## config.mk

```make
export PLATFORM = sky130hd
export DESIGN_NAME = mips_multicycle_ctrl_flat
export DESIGN_NICKNAME = d
export VERILOG_FILES = /design/src/rtl/mips_ctrl_pkg.sv /design/src/rtl/mips_multicycle_ctrl_if.sv /design/src/rtl/mips_ctrl_outdec.sv /design/src/rtl/mips_multicycle_ctrl.sv /design/src/flat_wrapper.sv
export SDC_FILE = /design/constraint.sdc
export NUM_CORES = 1
export LEC_CHECK = 0
export CAP_MARGIN = 25
export CORE_MARGIN = 4
export CORE_UTILIZATION = 35
export DETAILED_ROUTE_END_ITERATION = 8
export PLACE_DENSITY = 0.79
export SLEW_MARGIN = 20
export SYNTH_ARGS = -nofsm -noshare
export SYNTH_HDL_FRONTEND = slang
export SYNTH_SLANG_ARGS = --single-unit
export TNS_END_PERCENT = 1
```

## constraint.sdc

```tcl
create_clock -name clk -period 1.8 [get_ports clk]
set_input_delay 0.36 -clock clk [delete_from_list [all_inputs] [get_ports clk]]
set_output_delay 0.36 -clock clk [all_outputs]
set_load 0.005 [all_outputs]
```

## src/rtl/mips_ctrl_pkg.sv

```systemverilog
// Shared encodings for the multicycle MIPS main control FSM and the ALU control block.
// Optional ADDI support is enabled with the MIPS_CTRL_ADDI_EN macro.
package mips_ctrl_pkg;

    typedef enum logic [3:0] {
        ST_IDLE     = 4'd0,
        ST_FETCH    = 4'd1,
        ST_DECODE   = 4'd2,
        ST_MEM_ADDR = 4'd3,
        ST_MEM_RD   = 4'd4,
        ST_MEM_WB   = 4'd5,
        ST_MEM_WR   = 4'd6,
        ST_EXEC     = 4'd7,
        ST_R_WB     = 4'd8,
        ST_BRANCH   = 4'd9,
        ST_JUMP     = 4'd10,
        ST_EXEC_I   = 4'd11,
        ST_I_WB     = 4'd12
    } state_e;

    localparam logic [5:0] OP_RTYPE = 6'b000000;
    localparam logic [5:0] OP_LW    = 6'b100011;
    localparam logic [5:0] OP_SW    = 6'b101011;
    localparam logic [5:0] OP_BEQ   = 6'b000100;
    localparam logic [5:0] OP_J     = 6'b000010;
    localparam logic [5:0] OP_ADDI  = 6'b001000;

    localparam logic [1:0] ALUOP_ADD   = 2'b00;
    localparam logic [1:0] ALUOP_SUB   = 2'b01;
    localparam logic [1:0] ALUOP_FUNCT = 2'b10;

    localparam logic [1:0] SRCB_B      = 2'b00;
    localparam logic [1:0] SRCB_FOUR   = 2'b01;
    localparam logic [1:0] SRCB_IMM    = 2'b10;
    localparam logic [1:0] SRCB_IMM_SH = 2'b11;

    localparam logic [1:0] PCSRC_ALU    = 2'b00;
    localparam logic [1:0] PCSRC_ALUOUT = 2'b01;
    localparam logic [1:0] PCSRC_JUMP   = 2'b10;

    typedef struct packed {
        logic       pc_write;
        logic       pc_write_cond;
        logic       i_or_d;
        logic       mem_read;
        logic       mem_write;
        logic       ir_write;
        logic       mem_to_reg;
        logic       reg_dst;
        logic       reg_write;
        logic       alu_src_a;
        logic [1:0] alu_src_b;
        logic [1:0] alu_op;
        logic [1:0] pc_source;
        logic       instr_done;
    } ctrl_t;

endpackage

```

## src/rtl/mips_multicycle_ctrl_if.sv

```systemverilog
// Controller <-> datapath bundle: instruction/memory status in, enables and selects out.
interface mips_multicycle_ctrl_if #(
    parameter int OPW = 6,
    parameter int STW = 4
) ();
    logic [OPW-1:0] opcode;
    logic           mem_ready;
    logic           pc_write;
    logic           pc_write_cond;
    logic           i_or_d;
    logic           mem_read;
    logic           mem_write;
    logic           ir_write;
    logic           mem_to_reg;
    logic           reg_dst;
    logic           reg_write;
    logic           alu_src_a;
    logic [1:0]     alu_src_b;
    logic [1:0]     alu_op;
    logic [1:0]     pc_source;
    logic           instr_done;
    logic           illegal_op;
    logic [STW-1:0] state_dbg;

    modport master (
        input  opcode, mem_ready,
        output pc_write, pc_write_cond, i_or_d, mem_read, mem_write, ir_write,
               mem_to_reg, reg_dst, reg_write, alu_src_a, alu_src_b, alu_op,
               pc_source, instr_done, illegal_op, state_dbg
    );

    modport slave (
        output opcode, mem_ready,
        input  pc_write, pc_write_cond, i_or_d, mem_read, mem_write, ir_write,
               mem_to_reg, reg_dst, reg_write, alu_src_a, alu_src_b, alu_op,
               pc_source, instr_done, illegal_op, state_dbg
    );
endinterface

```

## src/rtl/mips_ctrl_outdec.sv

```systemverilog
// Combinational control-word decoder: state plus mem_ready to datapath controls.
// EXEC_I / I_WB decode only exists when MIPS_CTRL_ADDI_EN is defined.
module mips_ctrl_outdec
    import mips_ctrl_pkg::*;
(
    input  state_e state,
    input  logic   mem_ready,
    output ctrl_t  ctrl
);

    // Moore decode; FETCH and MEM_WR additionally qualify on mem_ready
    always_comb begin
        ctrl = '0;
        case (state)
            ST_IDLE: begin
                ctrl = '0;
            end
            ST_FETCH: begin
                ctrl.mem_read  = 1'b1;
                ctrl.alu_src_b = SRCB_FOUR;
                ctrl.alu_op    = ALUOP_ADD;
                ctrl.pc_write  = mem_ready;
                ctrl.ir_write  = mem_ready;
            end
            ST_DECODE: begin
                ctrl.alu_src_b = SRCB_IMM_SH;
                ctrl.alu_op    = ALUOP_ADD;
            end
            ST_MEM_ADDR: begin
                ctrl.alu_src_a = 1'b1;
                ctrl.alu_src_b = SRCB_IMM;
                ctrl.alu_op    = ALUOP_ADD;
            end
            ST_MEM_RD: begin
                ctrl.mem_read = 1'b1;
                ctrl.i_or_d   = 1'b1;
            end
            ST_MEM_WB: begin
                ctrl.reg_write  = 1'b1;
                ctrl.mem_to_reg = 1'b1;
                ctrl.reg_dst    = 1'b0;
                ctrl.instr_done = 1'b1;
            end
            ST_MEM_WR: begin
                ctrl.mem_write  = 1'b1;
                ctrl.i_or_d     = 1'b1;
                ctrl.instr_done = mem_ready;
            end
            ST_EXEC: begin
                ctrl.alu_src_a = 1'b1;
                ctrl.alu_src_b = SRCB_B;
                ctrl.alu_op    = ALUOP_FUNCT;
            end
            ST_R_WB: begin
                ctrl.reg_write  = 1'b1;
                ctrl.reg_dst    = 1'b1;
                ctrl.instr_done = 1'b1;
            end
            ST_BRANCH: begin
                ctrl.alu_src_a     = 1'b1;
                ctrl.alu_src_b     = SRCB_B;
                ctrl.alu_op        = ALUOP_SUB;
                ctrl.pc_write_cond = 1'b1;
                ctrl.pc_source     = PCSRC_ALUOUT;
                ctrl.instr_done    = 1'b1;
            end
            ST_JUMP: begin
                ctrl.pc_write   = 1'b1;
                ctrl.pc_source  = PCSRC_JUMP;
                ctrl.instr_done = 1'b1;
            end
`ifdef MIPS_CTRL_ADDI_EN
            ST_EXEC_I: begin
                ctrl.alu_src_a = 1'b1;
                ctrl.alu_src_b = SRCB_IMM;
                ctrl.alu_op    = ALUOP_ADD;
            end
            ST_I_WB: begin
                ctrl.reg_write  = 1'b1;
                ctrl.reg_dst    = 1'b0;
                ctrl.mem_to_reg = 1'b0;
                ctrl.instr_done = 1'b1;
            end
`endif
            default: begin
                ctrl = '0;
            end
        endcase
    end

endmodule

```

## src/rtl/mips_multicycle_ctrl.sv

```systemverilog
// Main control FSM of the multicycle MIPS datapath; outputs decoded by mips_ctrl_outdec.
// Defining MIPS_CTRL_ADDI_EN adds the ADDI path (EXEC_I, I_WB).
module mips_multicycle_ctrl
    import mips_ctrl_pkg::*;
#(
    parameter int OPW = 6,
    parameter int STW = 4
) (
    input  logic                  clk,
    input  logic                  rst_n,
    mips_multicycle_ctrl_if.master bus
);

    state_e state_r;
    state_e next_s;
    logic   illegal_s;
    ctrl_t  ctrl_s;

    // State register with synchronous active-low reset
    always_ff @(posedge clk) begin
        if (!rst_n) begin
            state_r <= ST_IDLE;
        end else begin
            state_r <= next_s;
        end
    end

    // Next-state selection; opcode only matters in DECODE and MEM_ADDR
    always_comb begin
        next_s    = ST_IDLE;
        illegal_s = 1'b0;
        case (state_r)
            ST_IDLE: begin
                next_s = ST_FETCH;
            end
            ST_FETCH: begin
                if (bus.mem_ready) begin
                    next_s = ST_DECODE;
                end else begin
                    next_s = ST_FETCH;
                end
            end
            ST_DECODE: begin
                case (bus.opcode)
                    OP_LW, OP_SW: next_s = ST_MEM_ADDR;
                    OP_RTYPE:     next_s = ST_EXEC;
                    OP_BEQ:       next_s = ST_BRANCH;
                    OP_J:         next_s = ST_JUMP;
`ifdef MIPS_CTRL_ADDI_EN
                    OP_ADDI:      next_s = ST_EXEC_I;
`endif
                    default: begin
                        next_s    = ST_FETCH;
                        illegal_s = 1'b1;
                    end
                endcase
            end
            ST_MEM_ADDR: begin
                // An opcode that is neither LW nor SW here abandons the access
                if (bus.opcode == OP_SW) begin
                    next_s = ST_MEM_WR;
                end else if (bus.opcode == OP_LW) begin
                    next_s = ST_MEM_RD;
                end else begin
                    next_s = ST_FETCH;
                end
            end
            ST_MEM_RD: begin
                if (bus.mem_ready) begin
                    next_s = ST_MEM_WB;
                end else begin
                    next_s = ST_MEM_RD;
                end
            end
            ST_MEM_WR: begin
                if (bus.mem_ready) begin
                    next_s = ST_FETCH;
                end else begin
                    next_s = ST_MEM_WR;
                end
            end
            ST_MEM_WB: next_s = ST_FETCH;
            ST_EXEC:   next_s = ST_R_WB;
            ST_R_WB:   next_s = ST_FETCH;
            ST_BRANCH: next_s = ST_FETCH;
            ST_JUMP:   next_s = ST_FETCH;
`ifdef MIPS_CTRL_ADDI_EN
            ST_EXEC_I: next_s = ST_I_WB;
            ST_I_WB:   next_s = ST_FETCH;
`endif
            default:   next_s = ST_IDLE;
        endcase
    end

    mips_ctrl_outdec u_outdec (
        .state     (state_r),
        .mem_ready (bus.mem_ready),
        .ctrl      (ctrl_s)
    );

    assign bus.pc_write      = ctrl_s.pc_write;
    assign bus.pc_write_cond = ctrl_s.pc_write_cond;
    assign bus.i_or_d        = ctrl_s.i_or_d;
    assign bus.mem_read      = ctrl_s.mem_read;
    assign bus.mem_write     = ctrl_s.mem_write;
    assign bus.ir_write      = ctrl_s.ir_write;
    assign bus.mem_to_reg    = ctrl_s.mem_to_reg;
    assign bus.reg_dst       = ctrl_s.reg_dst;
    assign bus.reg_write     = ctrl_s.reg_write;
    assign bus.alu_src_a     = ctrl_s.alu_src_a;
    assign bus.alu_src_b     = ctrl_s.alu_src_b;
    assign bus.alu_op        = ctrl_s.alu_op;
    assign bus.pc_source     = ctrl_s.pc_source;
    assign bus.instr_done    = ctrl_s.instr_done;
    assign bus.illegal_op    = illegal_s;
    assign bus.state_dbg     = STW'(state_r);

endmodule
```

## src/flat_wrapper.sv

```systemverilog
// flat-port wrapper written by rule: the top's interface ports become plain ports
module mips_multicycle_ctrl_flat import mips_ctrl_pkg::*;
#(
    parameter int OPW = 6,
    parameter int STW = 4
)
  (clk, rst_n, bus_opcode, bus_mem_ready, bus_pc_write, bus_pc_write_cond, bus_i_or_d, bus_mem_read, bus_mem_write, bus_ir_write, bus_mem_to_reg, bus_reg_dst, bus_reg_write, bus_alu_src_a, bus_alu_src_b, bus_alu_op, bus_pc_source, bus_instr_done, bus_illegal_op, bus_state_dbg);
  mips_multicycle_ctrl_if #(.OPW(OPW), .STW(STW)) bus_i ();
  input  logic clk;
  input  logic rst_n;
  input wire logic [$bits(bus_i.opcode)-1:0] bus_opcode;
  input wire logic [$bits(bus_i.mem_ready)-1:0] bus_mem_ready;
  output wire logic [$bits(bus_i.pc_write)-1:0] bus_pc_write;
  output wire logic [$bits(bus_i.pc_write_cond)-1:0] bus_pc_write_cond;
  output wire logic [$bits(bus_i.i_or_d)-1:0] bus_i_or_d;
  output wire logic [$bits(bus_i.mem_read)-1:0] bus_mem_read;
  output wire logic [$bits(bus_i.mem_write)-1:0] bus_mem_write;
  output wire logic [$bits(bus_i.ir_write)-1:0] bus_ir_write;
  output wire logic [$bits(bus_i.mem_to_reg)-1:0] bus_mem_to_reg;
  output wire logic [$bits(bus_i.reg_dst)-1:0] bus_reg_dst;
  output wire logic [$bits(bus_i.reg_write)-1:0] bus_reg_write;
  output wire logic [$bits(bus_i.alu_src_a)-1:0] bus_alu_src_a;
  output wire logic [$bits(bus_i.alu_src_b)-1:0] bus_alu_src_b;
  output wire logic [$bits(bus_i.alu_op)-1:0] bus_alu_op;
  output wire logic [$bits(bus_i.pc_source)-1:0] bus_pc_source;
  output wire logic [$bits(bus_i.instr_done)-1:0] bus_instr_done;
  output wire logic [$bits(bus_i.illegal_op)-1:0] bus_illegal_op;
  output wire logic [$bits(bus_i.state_dbg)-1:0] bus_state_dbg;
  assign bus_i.opcode = bus_opcode;
  assign bus_i.mem_ready = bus_mem_ready;
  assign bus_pc_write = bus_i.pc_write;
  assign bus_pc_write_cond = bus_i.pc_write_cond;
  assign bus_i_or_d = bus_i.i_or_d;
  assign bus_mem_read = bus_i.mem_read;
  assign bus_mem_write = bus_i.mem_write;
  assign bus_ir_write = bus_i.ir_write;
  assign bus_mem_to_reg = bus_i.mem_to_reg;
  assign bus_reg_dst = bus_i.reg_dst;
  assign bus_reg_write = bus_i.reg_write;
  assign bus_alu_src_a = bus_i.alu_src_a;
  assign bus_alu_src_b = bus_i.alu_src_b;
  assign bus_alu_op = bus_i.alu_op;
  assign bus_pc_source = bus_i.pc_source;
  assign bus_instr_done = bus_i.instr_done;
  assign bus_illegal_op = bus_i.illegal_op;
  assign bus_state_dbg = bus_i.state_dbg;
  mips_multicycle_ctrl #(.OPW(OPW), .STW(STW)) u_core (.clk(clk), .rst_n(rst_n), .bus(bus_i));
endmodule
```

==> results of run 1 <==
[worst max-delay path, cell delays in order (launching register included)]
cell and delay (ns):
sky130_fd_sc_hd__dfxtp_2 0.33, sky130_fd_sc_hd__buf_6 0.14, sky130_fd_sc_hd__buf_4 0.15, sky130_fd_sc_hd__xnor2_1 0.13
sky130_fd_sc_hd__nor3_1 0.18, sky130_fd_sc_hd__dlygate4sd2_1 0.27
[timing repair]
item	CTS	global route
pin swaps	3	0
hold buffers	0	0
setup endpoints to repair	18	11
resized for setup	47	17
[cell type report]
class,instances,area (sq um),share of cell area
Timing Repair Buffer,56,493,0.445
Sequential cell,4,90.1,0.0814
Inverter,1,3.75,0.00339
Multi-Input combinational cell,62,479,0.433
Tap cell,15,18.8,0.0169
Clock buffer,3,22.5,0.0203
[logic make-up (layout without fill, tap and decap cells)]
group	count (synthesis)	in the layout	synth area share
and+or+nand+nor	42	42	0.477
xor gates and xnor gates	2	2	0.0361
AOI/OAI and AO/OA	16	16	0.209
buffers and inverters	7	60	0.0670
muxes	2	2	0.0464
DFF	4	4	0.165
[power groups by stage]
stage          clock (mW)  sequential (mW)  combinational [mW]
2_1_floorplan           0           0.0963              0.0516
3_3_place_gp            0           0.0972               0.140
3_5_place_dp            0           0.0978               0.145
4_1_cts             0.119           0.0959               0.153
5_1_grt             0.129           0.0955               0.170
6_report            0.128           0.0953               0.159
[layout by cell type, fill, tap and decap left out, types with 2 or more instances in the layout]
cell type / Yosys / layout
sky130_fd_sc_hd__buf_4: 1 / 25
sky130_fd_sc_hd__a21oi_1: 3 / 3
sky130_fd_sc_hd__clkbuf_4: 0 / 3
sky130_fd_sc_hd__nand2b_4: 0 / 4
sky130_fd_sc_hd__nand2_1: 5 / 5
sky130_fd_sc_hd__dlygate4sd2_1: 0 / 13
sky130_fd_sc_hd__dfxtp_4: 0 / 2
sky130_fd_sc_hd__dfxtp_2: 0 / 2
sky130_fd_sc_hd__and2_1: 2 / 2
sky130_fd_sc_hd__clkdlybuf4s15_2: 0 / 2
sky130_fd_sc_hd__nor3_1: 6 / 5
sky130_fd_sc_hd__o21ai_1: 2 / 2
sky130_fd_sc_hd__clkdlybuf4s50_1: 0 / 5
sky130_fd_sc_hd__o21a_1: 2 / 2
sky130_fd_sc_hd__mux2_2: 2 / 2
sky130_fd_sc_hd__o21ai_0: 2 / 2
sky130_fd_sc_hd__nor2_4: 0 / 2
sky130_fd_sc_hd__nor2_2: 0 / 3
sky130_fd_sc_hd__dlymetal6s2s_1: 0 / 7
sky130_fd_sc_hd__nor2_1: 12 / 7
sky130_fd_sc_hd__nand2b_1: 6 / 2
[through the flow]
step           power [mW]  setup slack [ns]  setup TNS, ns
6_report            0.383           -0.0181        -0.0308
3_5_place_dp        0.242            -0.577          -2.42
2_1_floorplan       0.148             0.201              0
3_3_place_gp        0.237            -0.536          -2.00
5_1_grt             0.394           -0.0754         -0.191
4_1_cts             0.367            -0.159         -0.848
[synth_stat cells]
cell type,count
sky130_fd_sc_hd__nor2_1,12
sky130_fd_sc_hd__nand2b_1,6
sky130_fd_sc_hd__nor3_1,6
sky130_fd_sc_hd__nand2_1,5
sky130_fd_sc_hd__dfxtp_1,4
sky130_fd_sc_hd__a21oi_1,3
sky130_fd_sc_hd__clkbuf_1,3
sky130_fd_sc_hd__and2_1,2
sky130_fd_sc_hd__buf_2,2
sky130_fd_sc_hd__mux2_2,2
sky130_fd_sc_hd__o21a_1,2
sky130_fd_sc_hd__o21ai_0,2
sky130_fd_sc_hd__o21ai_1,2
sky130_fd_sc_hd__o22ai_1,2
sky130_fd_sc_hd__xnor2_1,2
sky130_fd_sc_hd__a211o_1,1
sky130_fd_sc_hd__a21boi_0,1
sky130_fd_sc_hd__a22oi_1,1
sky130_fd_sc_hd__a31oi_1,1
sky130_fd_sc_hd__and3_1,1
sky130_fd_sc_hd__and4_2,1
sky130_fd_sc_hd__and4bb_1,1
sky130_fd_sc_hd__buf_4,1
sky130_fd_sc_hd__inv_1,1
sky130_fd_sc_hd__nand3_1,1
sky130_fd_sc_hd__nand3b_1,1
sky130_fd_sc_hd__nand4_1,1
sky130_fd_sc_hd__nor2b_1,1
sky130_fd_sc_hd__nor4_1,1
sky130_fd_sc_hd__nor4b_1,1
sky130_fd_sc_hd__o311ai_1,1
sky130_fd_sc_hd__or3_4,1
sky130_fd_sc_hd__or4_1,1
[metal layers]
layer  wire length (um)  vias up
li1                   -      374
met1                890      372
met2               1160       60
met3                194       10
met4                 88        0
met5                  0        -
[final timing paths]
check	cells after the start	end	slack [ns]	startpoint
min	3	u_core.bus.state_dbg[2]	0.62	u_core.bus.state_dbg[0]
max	5	bus_mem_read	-0.02	u_core.bus.state_dbg[0]
max reg2reg	5	u_core.bus.state_dbg[3]	0.28	u_core.bus.state_dbg[0]
min reg2reg	3	u_core.bus.state_dbg[2]	0.62	u_core.bus.state_dbg[0]
==> flow_summary.html, run 1 <==
<table>
<tr><th>Metric</th><th>Value</th></tr>
<tr><th colspan="2">Layout</th></tr>
<tr><td>Fraction of layout instances using a drive strength above 1</td><td>0.452</td></tr>
<tr><td>Final Instance Count excl. Fillers</td><td>141</td></tr>
<tr><td>Max reg flops</td><td>4</td></tr>
<tr><td>Synthesis-to-layout area growth</td><td>128%</td></tr>
<tr><td>Post-layout util</td><td>0.851</td></tr>
<tr><td>Antenna Cells</td><td>0</td></tr>
<tr><td>Final nets</td><td>137</td></tr>
<tr><td>Total of fill cells in the finished design</td><td>74</td></tr>
<tr><td>Design area</td><td>0.00111 sq mm</td></tr>
<tr><th colspan="2">Placed design</th></tr>
<tr><td>Total placed cells including tap cells</td><td>138</td></tr>
<tr><td>Estimated wirelength of the detail-placed design</td><td>1540 um</td></tr>
<tr><td>Port Buf Inserts</td><td>30</td></tr>
<tr><td>Final estimated routing congestion in global placement</td><td>0.874</td></tr>
<tr><td>DP Area</td><td>971 sq um</td></tr>
<tr><th colspan="2">Pwr</th></tr>
<tr><td>Leakage component of the power</td><td>0.606 nW</td></tr>
<tr><td>Maximum resistive drop on vdd</td><td>0.237 mV</td></tr>
<tr><td>Sequential power share</td><td>0.249</td></tr>
<tr><td>Power density over cell area</td><td>346 mW/mm^2</td></tr>
<tr><td>Logic gate share of total power</td><td>0.417</td></tr>
<tr><td>Sw Share</td><td>0.335</td></tr>
<tr><td>Net switching component of the power</td><td>0.128 mW</td></tr>
<tr><td>Cell internal pwr</td><td>0.254 mW</td></tr>
<tr><td>Proportion of power drawn by the clock network</td><td>0.334</td></tr>
<tr><th colspan="2">Clocking</th></tr>
<tr><td>Post-CTS Repair Setup Buffers</td><td>0</td></tr>
<tr><td>Clock transition at the registers of the reported paths</td><td>0.04 ns</td></tr>
<tr><td>Number of sinks handled by clock tree synthesis</td><td>4</td></tr>
<tr><td>Number of levels in the clock H-tree</td><td>1</td></tr>
<tr><td>Worst skew pair latency</td><td>0.25 ns</td></tr>
<tr><td>CTS max path bufs</td><td>2</td></tr>
<tr><td>Clock tree from TritonCTS</td><td>yes</td></tr>
<tr><td>Number of buffers created by CTS</td><td>3</td></tr>
<tr><td>Cell at the root of the clock tree</td><td>sky130_fd_sc_hd__clkbuf_4</td></tr>
<tr><th colspan="2">Global routing</th></tr>
<tr><td>Pin count of the biggest net entering global routing</td><td>9</td></tr>
<tr><td>Global routing's busiest layer</td><td>met2</td></tr>
<tr><td>Global-route wire length before repair</td><td>3040 um</td></tr>
<tr><td>GRT Total Usage</td><td>0.206</td></tr>
<tr><td>Number of global-route vias before repair</td><td>758</td></tr>
<tr><td>Number of antenna violations at the first check in global routing</td><td>0</td></tr>
<tr><td>Remaining global-route overflow</td><td>0</td></tr>
<tr><td>Global-route track usage on met1</td><td>0.193</td></tr>
<tr><td>Global-route track usage on met2</td><td>0.395</td></tr>
<tr><td>Fraction of met3 tracks used by global routing</td><td>0.0478</td></tr>
<tr><th colspan="2">Drt</th></tr>
<tr><td>Average routed wire per standard cell</td><td>16.6 um</td></tr>
<tr><td>Total Wirelength</td><td>2330 um</td></tr>
<tr><td>Number of routed nets with antenna violations</td><td>0</td></tr>
<tr><td>Number of design rule violations left after detail routing</td><td>0</td></tr>
<tr><td>Iter 0 DRT Violations</td><td>36</td></tr>
<tr><td>Via density per instance</td><td>5.79</td></tr>
<tr><td>Detailed Routing Iterations Pass 1</td><td>4</td></tr>
<tr><td>Via count</td><td>816</td></tr>
<tr><th colspan="2">Floorplanning</th></tr>
<tr><td>Number of cell rows</td><td>13</td></tr>
<tr><td># IOs</td><td>31</td></tr>
<tr><td>Initial Utilization</td><td>0.373</td></tr>
<tr><td>Overall die area</td><td>0.00205 sq mm</td></tr>
<tr><td>Die W</td><td>45.2 um</td></tr>
<tr><td>Vertical die dimension</td><td>45.2 um</td></tr>
<tr><td>Core outline area</td><td>0.00130 sq mm</td></tr>
<tr><th colspan="2">STA</th></tr>
<tr><td>Worst hold slack</td><td>0.622 ns</td></tr>
<tr><td>Setup violators final</td><td>2</td></tr>
<tr><td>Max-slew violations</td><td>0</td></tr>
<tr><td>Peak clock frequency supported by timing</td><td>550 MHz</td></tr>
<tr><td>Post-route fraction of the period consumed by the critical path</td><td>1.01</td></tr>
<tr><td>Worst-margin pin slew</td><td>0.313 ns</td></tr>
<tr><td>RSZ-0062 raised after global routing</td><td>yes</td></tr>
<tr><td>Tmin final</td><td>1.82 ns</td></tr>
<tr><td>Fin worst setup slack</td><td>-0.0181 ns</td></tr>
<tr><td>Relative slew slack</td><td>0.788</td></tr>
<tr><td>Final Hold Viols</td><td>0</td></tr>
<tr><td>Worst Skew</td><td>0.00619 ns</td></tr>
<tr><th colspan="2">Status</th></tr>
<tr><td>Failing checks</td><td>setup timing</td></tr>
<tr><td>Result of the run</td><td>complete, but fails checks</td></tr>
<tr><th colspan="2">Run</th></tr>
<tr><td>Max-cap violations</td><td>0</td></tr>
<tr><th colspan="2">Critical path</th></tr>
<tr><td>Element type at the critical path start</td><td>register</td></tr>
<tr><td>Data arrival time at the worst-slack endpoint</td><td>1.46 ns</td></tr>
<tr><td>Crit path required time</td><td>1.44 ns</td></tr>
<tr><td>WS Path Type</td><td>reg2out</td></tr>
<tr><td>Sort of element at the end of the critical path</td><td>output pin</td></tr>
<tr><td>Critical path peak fanout</td><td>7</td></tr>
<tr><th colspan="2">Synthesis</th></tr>
<tr><td>Sequential area share after synthesis</td><td>0.165</td></tr>
<tr><td>Combined area of all synthesized cells</td><td>485 sq um</td></tr>
<tr><td>Mapped Avg Cell Area</td><td>6.65 sq um</td></tr>
<tr><td>Synthesized netlist net count</td><td>82</td></tr>
<tr><td>Area leader, netlist</td><td>sky130_fd_sc_hd__dfxtp_1</td></tr>
<tr><td>Cell count after synthesis</td><td>73</td></tr>
<tr><td>Number of distinct library cells after synthesis</td><td>33</td></tr>
<tr><td>Top cells by area in the synthesized netlist</td><td>sky130_fd_sc_hd__dfxtp_1 (16%), sky130_fd_sc_hd__nor2_1 (9.3%), sky130_fd_sc_hd__nand2b_1 (7.7%)</td></tr>
<tr><td>Synthesis Warnings</td><td>0</td></tr>
<tr><td>Count of state elements after synthesis</td><td>4</td></tr>
<tr><td>Yosys top cell area share</td><td>0.165</td></tr>
<tr><th colspan="2">Hold path</th></tr>
<tr><td>Hold Path Class</td><td>reg2reg</td></tr>
</table>
Note: power is estimated with default switching activity, not from simulation.
==> run 2, diff against run 1 <==
CORE_MARGIN = 10   (was 4)
==> flow_summary.html, run 2 (same netlist as run 1, synthesis figures left out) <==
<table>
<tr><th>Metric</th><th>Value</th></tr>
<tr><th colspan="2">STA</th></tr>
<tr><td>Peak clock frequency supported by timing</td><td>515 MHz (was 550 MHz)</td></tr>
<tr><td>Max-slew violations</td><td>0 (unchanged)</td></tr>
<tr><td>Worst Skew</td><td>0.00297 ns (was 0.00619 ns)</td></tr>
<tr><td>Tmin final</td><td>1.94 ns (was 1.82 ns)</td></tr>
<tr><td>Worst-margin pin slew</td><td>0.415 ns (was 0.313 ns)</td></tr>
<tr><td>Setup violators final</td><td>3 (was 2)</td></tr>
<tr><td>Final Hold Viols</td><td>0 (unchanged)</td></tr>
<tr><td>Relative slew slack</td><td>0.721 (was 0.788)</td></tr>
<tr><td>Fin worst setup slack</td><td>-0.142 ns (was -0.0181 ns)</td></tr>
<tr><td>Worst hold slack</td><td>0.628 ns (was 0.622 ns)</td></tr>
<tr><td>Post-route fraction of the period consumed by the critical path</td><td>1.08 (was 1.01)</td></tr>
<tr><td>RSZ-0062 raised after global routing</td><td>yes (unchanged)</td></tr>
<tr><th colspan="2">Clocking</th></tr>
<tr><td>Number of sinks handled by clock tree synthesis</td><td>4 (unchanged)</td></tr>
<tr><td>Hold Buf Count CTS</td><td>0 (unchanged)</td></tr>
<tr><td>Post-CTS Repair Setup Buffers</td><td>0 (unchanged)</td></tr>
<tr><td>Worst skew pair latency</td><td>0.23 ns (was 0.25 ns)</td></tr>
<tr><td>Cell at the root of the clock tree</td><td>sky130_fd_sc_hd__clkbuf_4 (unchanged)</td></tr>
<tr><td>Clock transition at the registers of the reported paths</td><td>0.04 ns (about the same)</td></tr>
<tr><td>CTS max path bufs</td><td>2 (unchanged)</td></tr>
<tr><td>Clock tree from TritonCTS</td><td>yes (unchanged)</td></tr>
<tr><td>Number of buffers created by CTS</td><td>3 (unchanged)</td></tr>
<tr><td>Number of levels in the clock H-tree</td><td>1 (unchanged)</td></tr>
<tr><th colspan="2">Drt</th></tr>
<tr><td>Via count</td><td>768 (was 816)</td></tr>
<tr><td>Average routed wire per standard cell</td><td>16.1 um (was 16.6 um)</td></tr>
<tr><td>Iter 0 DRT Violations</td><td>14 (was 36)</td></tr>
<tr><td>Via density per instance</td><td>5.61 (was 5.79)</td></tr>
<tr><td>Number of routed nets with antenna violations</td><td>0 (unchanged)</td></tr>
<tr><td>Detailed Routing Iterations Pass 1</td><td>4 (unchanged)</td></tr>
<tr><td>Number of design rule violations left after detail routing</td><td>0 (unchanged)</td></tr>
<tr><td>Total Wirelength</td><td>2210 um (was 2330 um)</td></tr>
<tr><th colspan="2">Layout</th></tr>
<tr><td>Antenna Cells</td><td>0 (unchanged)</td></tr>
<tr><td>Final nets</td><td>133 (was 137)</td></tr>
<tr><td>Fraction of layout instances using a drive strength above 1</td><td>0.352 (was 0.452)</td></tr>
<tr><td>Synthesis-to-layout area growth</td><td>109% (was 128%)</td></tr>
<tr><td>Most frequent cells in the layout</td><td>sky130_fd_sc_hd__buf_4 (20), sky130_fd_sc_hd__dlygate4sd2_1 (14), sky130_fd_sc_hd__nor2_1 (10), sky130_fd_sc_hd__clkdlybuf4s50_1 (7) (was sky130_fd_sc_hd__buf_4 (25), sky130_fd_sc_hd__dlygate4sd2_1 (13), sky130_fd_sc_hd__nor2_1 (7), sky130_fd_sc_hd__dlymetal6s2s_1 (7))</td></tr>
<tr><td>Final Instance Count excl. Fillers</td><td>137 (was 141)</td></tr>
<tr><td>Most common cell after layout, fill and taps aside</td><td>sky130_fd_sc_hd__buf_4 (unchanged)</td></tr>
<tr><td>Max reg flops</td><td>4 (unchanged)</td></tr>
<tr><th colspan="2">Global routing</th></tr>
<tr><td>Remaining global-route overflow</td><td>0 (unchanged)</td></tr>
<tr><td>Number of antenna violations at the first check in global routing</td><td>0 (unchanged)</td></tr>
<tr><td>GRT Total Usage</td><td>0.122 (was 0.206)</td></tr>
<tr><td>Number of global-route vias before repair</td><td>791 (was 758)</td></tr>
<tr><td>Pin count of the biggest net entering global routing</td><td>15 (was 9)</td></tr>
<tr><td>Global-route wire length before repair</td><td>3440 um (was 3040 um)</td></tr>
<tr><th colspan="2">Placed design</th></tr>
<tr><td>Final estimated routing congestion in global placement</td><td>0.885 (was 0.874)</td></tr>
<tr><td>Port Buf Inserts</td><td>30 (unchanged)</td></tr>
<tr><td>Total placed cells including tap cells</td><td>134 (was 138)</td></tr>
<tr><td>Estimated wirelength of the detail-placed design</td><td>1710 um (was 1540 um)</td></tr>
<tr><th colspan="2">Pwr</th></tr>
<tr><td>Leakage component of the power</td><td>0.530 nW (was 0.606 nW)</td></tr>
<tr><td>Cell internal pwr</td><td>0.242 mW (was 0.254 mW)</td></tr>
<tr><td>Logic gate share of total power</td><td>0.394 (was 0.417)</td></tr>
<tr><td>Power density over cell area</td><td>343 mW/mm^2 (was 346 mW/mm^2)</td></tr>
<tr><td>Net switching component of the power</td><td>0.105 mW (was 0.128 mW)</td></tr>
<tr><td>Proportion of power drawn by the clock network</td><td>0.332 (was 0.334)</td></tr>
<tr><td>Maximum resistive drop on vdd</td><td>0.237 mV (about the same)</td></tr>
<tr><td>Sequential power share</td><td>0.273 (was 0.249)</td></tr>
<tr><td>Sw Share</td><td>0.303 (was 0.335)</td></tr>
<tr><th colspan="2">Floorplanning</th></tr>
<tr><td>Vertical die dimension</td><td>57.2 um (was 45.2 um)</td></tr>
<tr><td># IOs</td><td>31 (unchanged)</td></tr>
<tr><td>Die W</td><td>57.2 um (was 45.2 um)</td></tr>
<tr><td>Number of cell rows</td><td>13 (unchanged)</td></tr>
<tr><td>Core outline area</td><td>0.00130 sq mm (unchanged)</td></tr>
<tr><td>Overall die area</td><td>0.00328 sq mm (was 0.00205 sq mm)</td></tr>
<tr><td>Initial Utilization</td><td>0.373 (unchanged)</td></tr>
<tr><th colspan="2">Critical path</th></tr>
<tr><td>Number of cell instances on the worst register-to-register path</td><td>4 (was 5)</td></tr>
<tr><td>Data arrival time at the worst-slack endpoint</td><td>1.58 ns (was 1.46 ns)</td></tr>
<tr><td>Reg2reg setup slack</td><td>0.42 ns (was 0.28 ns)</td></tr>
<tr><td>Element type at the critical path start</td><td>register (unchanged)</td></tr>
<tr><td>Sort of element at the end of the critical path</td><td>output pin (unchanged)</td></tr>
<tr><td>WS Path Type</td><td>reg2out (unchanged)</td></tr>
<tr><td>Critical path peak fanout</td><td>9 (was 7)</td></tr>
<tr><td>Crit path required time</td><td>1.44 ns (about the same)</td></tr>
<tr><th colspan="2">Hold path</th></tr>
<tr><td>Hold Path Class</td><td>in2reg (was reg2reg)</td></tr>
<tr><td>Number of stages on the worst hold path</td><td>4 (was 3)</td></tr>
<tr><th colspan="2">Run</th></tr>
<tr><td>Max-cap violations</td><td>0 (unchanged)</td></tr>
<tr><th colspan="2">Status</th></tr>
<tr><td>Result of the run</td><td>complete, but fails checks (unchanged)</td></tr>
<tr><td>Failing checks</td><td>setup timing (unchanged)</td></tr>
</table>
==> run 2: changes by cell type in the layout (fill, tap and decap cells not counted), moves of 2 or more <==
cell and delta:
sky130_fd_sc_hd__buf_4 -5, sky130_fd_sc_hd__clkdlybuf4s50_1 +2, sky130_fd_sc_hd__dlymetal6s2s_1 -3, sky130_fd_sc_hd__nand2b_1 +3, sky130_fd_sc_hd__nand2b_4 -3, sky130_fd_sc_hd__nor2_1 +3, sky130_fd_sc_hd__nor2_2 -2, sky130_fd_sc_hd__nor3_2 +2
==> run 2: metrics by stage <==
| step | worst slack, ns | total power [mW] | utilization | instance area (sq um) | TNS (ns) |
|---|---|---|---|---|---|
| after floorplan | 0.201 | 0.148 | - | 485 | 0 |
| after global placement | -0.532 | 0.230 | 0.723 | 941 | -2.20 |
| after detailed placement | -0.597 | 0.233 | 0.723 | 941 | -2.58 |
| after CTS | -0.224 | 0.339 | 0.752 | 978 | -0.996 |
| after global routing | -0.192 | 0.363 | 0.778 | 1010 | -0.505 |
| final | -0.142 | 0.348 | 0.778 | 1010 | -0.287 |
==> run 2: cell type report <==
cell class,instances,area [sq um]
Timing Repair Buffer,52,458
Multi-Input combinational cell,62,423
Fill cell,103,289
Sequential cell,4,86.3
Clock buffer,3,22.5
Tap cell,15,18.8
Inverter,1,3.75
==> run 2: worst max-delay path: stages (launching register included) <==
cell	delay, ns
sky130_fd_sc_hd__dfxtp_4	0.37
sky130_fd_sc_hd__nand2b_1	0.19
sky130_fd_sc_hd__nor2_2	0.15
sky130_fd_sc_hd__and2_1	0.15
sky130_fd_sc_hd__clkdlybuf4s50_1	0.50
==> run 2: worst paths after layout <==
check / end / start
setup / recovery: bus_mem_write / u_core.bus.state_dbg[3]
hold / removal: u_core.bus.state_dbg[1] / bus_opcode[3]
setup reg to reg: u_core.bus.state_dbg[3] / u_core.bus.state_dbg[0]
hold reg to reg: u_core.bus.state_dbg[2] / u_core.bus.state_dbg[0]
==> run 2: timing repair <==
item,4_1_cts,5_1_grt
cloned,0,0
endpoints found under the setup margin,19,11
pin swaps,4,0
gates resized for setup,41,10
==> run 2: layer usage <==
| metal | GRT usage | vias up | wire length (um) |
|---|---|---|---|
| met4 | 0.0638 | 0 | 53 |
| li1 | - | 367 | - |
| met5 | 0 | - | 0 |
| met3 | 0.0376 | 6 | 203 |
| met2 | 0.231 | 50 | 1110 |
| met1 | 0.113 | 345 | 847 |
==> run 2: power groups by stage <==
stage	Sequential, mW	Combinational, mW	Clock [mW]
after global placement	0.0969	0.133	0
after floorplan	0.0963	0.0516	0
final	0.0950	0.137	0.116
after CTS	0.0946	0.130	0.114
after detailed placement	0.0969	0.136	0
after global routing	0.0953	0.148	0.120
==> run 3, diff against run 2 <==
SKIP_LAST_GASP = 1   (was unset)
==> flow_summary.html, run 3 (same netlist as run 1, synthesis figures left out) <==
<table>
<tr><th>Metric</th><th>Value</th></tr>
<tr><th colspan="2">Clocking</th></tr>
<tr><td>Number of buffers created by CTS</td><td>3 (unchanged)</td></tr>
<tr><td>Worst skew pair latency</td><td>0.23 ns (about the same)</td></tr>
<tr><td>Clock transition at the registers of the reported paths</td><td>0.04 ns (about the same)</td></tr>
<tr><td>Post-CTS Repair Setup Buffers</td><td>0 (unchanged)</td></tr>
<tr><td>Cell at the root of the clock tree</td><td>sky130_fd_sc_hd__clkbuf_4 (unchanged)</td></tr>
<tr><td>CTS max path bufs</td><td>2 (unchanged)</td></tr>
<tr><td>Number of sinks handled by clock tree synthesis</td><td>4 (unchanged)</td></tr>
<tr><td>Number of levels in the clock H-tree</td><td>1 (unchanged)</td></tr>
<tr><td>Clock tree from TritonCTS</td><td>yes (unchanged)</td></tr>
<tr><th colspan="2">Global routing</th></tr>
<tr><td>Global-route wire length before repair</td><td>3380 um (was 3440 um)</td></tr>
<tr><td>Remaining global-route overflow</td><td>0 (unchanged)</td></tr>
<tr><td>GRT Total Usage</td><td>0.119 (was 0.122)</td></tr>
<tr><td>Number of global-route vias before repair</td><td>784 (was 791)</td></tr>
<tr><td>Number of antenna violations at the first check in global routing</td><td>0 (unchanged)</td></tr>
<tr><td>Pin count of the biggest net entering global routing</td><td>15 (unchanged)</td></tr>
<tr><th colspan="2">Status</th></tr>
<tr><td>Result of the run</td><td>complete, but fails checks (unchanged)</td></tr>
<tr><td>Failing checks</td><td>setup timing (unchanged)</td></tr>
<tr><th colspan="2">Drt</th></tr>
<tr><td>Detailed Routing Iterations Pass 1</td><td>4 (unchanged)</td></tr>
<tr><td>Number of routed nets with antenna violations</td><td>0 (unchanged)</td></tr>
<tr><td>Via count</td><td>778 (was 768)</td></tr>
<tr><td>Average routed wire per standard cell</td><td>15.9 um (was 16.1 um)</td></tr>
<tr><td>Number of design rule violations left after detail routing</td><td>0 (unchanged)</td></tr>
<tr><td>Iter 0 DRT Violations</td><td>21 (was 14)</td></tr>
<tr><td>Total Wirelength</td><td>2180 um (was 2210 um)</td></tr>
<tr><td>Via density per instance</td><td>5.68 (was 5.61)</td></tr>
<tr><th colspan="2">Layout</th></tr>
<tr><td>Fraction of layout instances using a drive strength above 1</td><td>0.320 (was 0.352)</td></tr>
<tr><td>Total of fill cells in the finished design</td><td>102 (was 103)</td></tr>
<tr><td>Synthesis-to-layout area growth</td><td>107% (was 109%)</td></tr>
<tr><td>Seq. cell area</td><td>83.8 sq um (was 86.3 sq um)</td></tr>
<tr><td>Most common cell after layout, fill and taps aside</td><td>sky130_fd_sc_hd__clkdlybuf4s50_1 (was sky130_fd_sc_hd__buf_4)</td></tr>
<tr><td>Total area of multi-input combinational cells</td><td>419 sq um (was 423 sq um)</td></tr>
<tr><td>Max reg flops</td><td>4 (unchanged)</td></tr>
<tr><td>Final nets</td><td>133 (unchanged)</td></tr>
<tr><td>Antenna Cells</td><td>0 (unchanged)</td></tr>
<tr><td>Most frequent cells in the layout</td><td>sky130_fd_sc_hd__clkdlybuf4s50_1 (22), sky130_fd_sc_hd__buf_4 (21), sky130_fd_sc_hd__nor2_1 (11), sky130_fd_sc_hd__dlygate4sd2_1 (6) (was sky130_fd_sc_hd__buf_4 (20), sky130_fd_sc_hd__dlygate4sd2_1 (14), sky130_fd_sc_hd__nor2_1 (10), sky130_fd_sc_hd__clkdlybuf4s50_1 (7))</td></tr>
<tr><td>Post-layout util</td><td>0.774 (was 0.778)</td></tr>
<tr><td>Final Instance Count excl. Fillers</td><td>137 (unchanged)</td></tr>
<tr><th colspan="2">Floorplanning</th></tr>
<tr><td>Number of cell rows</td><td>13 (unchanged)</td></tr>
<tr><td>Overall die area</td><td>0.00328 sq mm (unchanged)</td></tr>
<tr><td>Vertical die dimension</td><td>57.2 um (unchanged)</td></tr>
<tr><td># IOs</td><td>31 (unchanged)</td></tr>
<tr><td>Die W</td><td>57.2 um (unchanged)</td></tr>
<tr><td>Core outline area</td><td>0.00130 sq mm (unchanged)</td></tr>
<tr><td>Initial Utilization</td><td>0.373 (unchanged)</td></tr>
<tr><th colspan="2">Critical path</th></tr>
<tr><td>Bufs and invs on worst path</td><td>3 (was 1)</td></tr>
<tr><td>Crit path required time</td><td>1.44 ns (about the same)</td></tr>
<tr><td>CP dominant cell by count</td><td>sky130_fd_sc_hd__buf_4</td></tr>
<tr><td>Number of cell instances on the worst register-to-register path</td><td>4 (unchanged)</td></tr>
<tr><td>Crit-path max cell delay</td><td>0.52 ns (was 0.50 ns)</td></tr>
<tr><td>Sort of element at the end of the critical path</td><td>output pin (unchanged)</td></tr>
<tr><td>Reg2reg setup slack</td><td>0.41 ns (was 0.42 ns)</td></tr>
<tr><td>Element type at the critical path start</td><td>register (unchanged)</td></tr>
<tr><td>Cell class contributing the biggest share of worst-path delay</td><td>buffers and inverters (unchanged)</td></tr>
<tr><td>Highest-delay cell along the critical path</td><td>sky130_fd_sc_hd__clkdlybuf4s50_1 (unchanged)</td></tr>
<tr><td>Critical-path cell list</td><td>buf_4, nand3b_1, buf_4, nor3_2, clkdlybuf4s50_1 (was nand2b_1, nor2_2, and2_1, clkdlybuf4s50_1)</td></tr>
<tr><td>Data arrival time at the worst-slack endpoint</td><td>1.66 ns (was 1.58 ns)</td></tr>
<tr><td>WS Path Type</td><td>reg2out (unchanged)</td></tr>
<tr><td>Critical path peak fanout</td><td>14 (was 9)</td></tr>
<tr><td>Number of logic stages on the critical path including buffering</td><td>5 (was 4)</td></tr>
<tr><th colspan="2">STA</th></tr>
<tr><td>Setup violators final</td><td>17 (was 3)</td></tr>
<tr><td>Post-route fraction of the period consumed by the critical path</td><td>1.12 (was 1.08)</td></tr>
<tr><td>Tmin final</td><td>2.02 ns (was 1.94 ns)</td></tr>
<tr><td>Worst-margin pin slew</td><td>0.408 ns (was 0.415 ns)</td></tr>
<tr><td>Peak clock frequency supported by timing</td><td>496 MHz (was 515 MHz)</td></tr>
<tr><td>Fin worst setup slack</td><td>-0.218 ns (was -0.142 ns)</td></tr>
<tr><td>RSZ-0062 raised after global routing</td><td>yes (unchanged)</td></tr>
<tr><td>Final Hold Viols</td><td>0 (unchanged)</td></tr>
<tr><td>Max-slew violations</td><td>0 (unchanged)</td></tr>
<tr><td>Worst Skew</td><td>0.00220 ns (was 0.00297 ns)</td></tr>
<tr><td>Relative slew slack</td><td>0.726 (was 0.721)</td></tr>
<tr><td>Final setup TNS</td><td>-2.56 ns (was -0.287 ns)</td></tr>
<tr><td>Worst hold slack</td><td>0.683 ns (was 0.628 ns)</td></tr>
<tr><th colspan="2">Placed design</th></tr>
<tr><td>Post-placement worst setup slack</td><td>-0.597 ns (unchanged)</td></tr>
<tr><td>Final estimated routing congestion in global placement</td><td>0.885 (unchanged)</td></tr>
<tr><td>Estimated wirelength of the detail-placed design</td><td>1710 um (unchanged)</td></tr>
<tr><td>Port Buf Inserts</td><td>30 (unchanged)</td></tr>
<tr><td>Total placed cells including tap cells</td><td>134 (unchanged)</td></tr>
<tr><th colspan="2">Run</th></tr>
<tr><td>Max-cap violations</td><td>0 (unchanged)</td></tr>
<tr><th colspan="2">Hold path</th></tr>
<tr><td>Number of stages on the worst hold path</td><td>3 (was 4)</td></tr>
<tr><td>Hold Path Class</td><td>reg2reg (was in2reg)</td></tr>
<tr><th colspan="2">Pwr</th></tr>
<tr><td>Power density over cell area</td><td>352 mW/mm^2 (was 343 mW/mm^2)</td></tr>
<tr><td>Leakage component of the power</td><td>0.437 nW (was 0.530 nW)</td></tr>
<tr><td>Maximum resistive drop on vdd</td><td>0.237 mV (about the same)</td></tr>
</table>
-- run 3: cell type report --
class / instances / share of cell area
tap: 15 / 0.0186
sequential: 4 / 0.0832
timing repair buffer: 52 / 0.456
inverter: 1 / 0.00373
multi-input combinational: 62 / 0.416
clock buffer: 3 / 0.0224
-- run 3: through the flow --
| stage | instance area (sq um) | power (mW) |
|---|---|---|
| 2_1_floorplan | 485 | 0.148 |
| 3_3_place_gp | 941 | 0.230 |
| 3_5_place_dp | 941 | 0.233 |
| 4_1_cts | 982 | 0.346 |
| 5_1_grt | 1010 | 0.370 |
| 6_report | 1010 | 0.355 |
-- run 3: timing repair --
action                     CTS  global route
setup endpoints to repair   19            19
hold buffers                 0             0
resized for setup           17             7
pin swaps                    4             0
hold endpoints to repair     0             0
-- run 3: path summary, 6_finish.rpt --
check / to / startpoint
setup reg to reg: u_core.bus.state_dbg[3] / u_core.bus.state_dbg[0]
hold / removal: u_core.bus.state_dbg[2] / u_core.bus.state_dbg[0]
hold reg to reg: u_core.bus.state_dbg[2] / u_core.bus.state_dbg[0]
setup / recovery: bus_ir_write / u_core.bus.state_dbg[1]
-- run 3: metal layers --
| metal | share of wire | vias up | routed length (um) | GRT usage |
|---|---|---|---|---|
| met1 | 0.36 | 349 | 795 | 0.104 |
| met3 | 0.11 | 6 | 248 | 0.0442 |
| met2 | 0.50 | 55 | 1080 | 0.228 |
| li1 | - | 368 | - | - |
| met4 | 0.024 | 0 | 53 | 0.0638 |
| met5 | 0 | - | 0 | 0 |
-- run 3: power by group --
group,leakage [nW],internal (mW),switching (mW)
logic,0.389,0.0817,0.0613
registers,0.0339,0.0929,0.00333
clock network,0.0138,0.0749,0.0406
-- run 3: worst register-to-register path, delay by kind of cell, from the launching register on --
family / cells / cell delay, ns
DFF: 1 / 0.33
and+or+nand+nor: 2 / 0.71
AOI/OAI and AO/OA: 1 / 0.14
buffers and inverters: 1 / 0.15
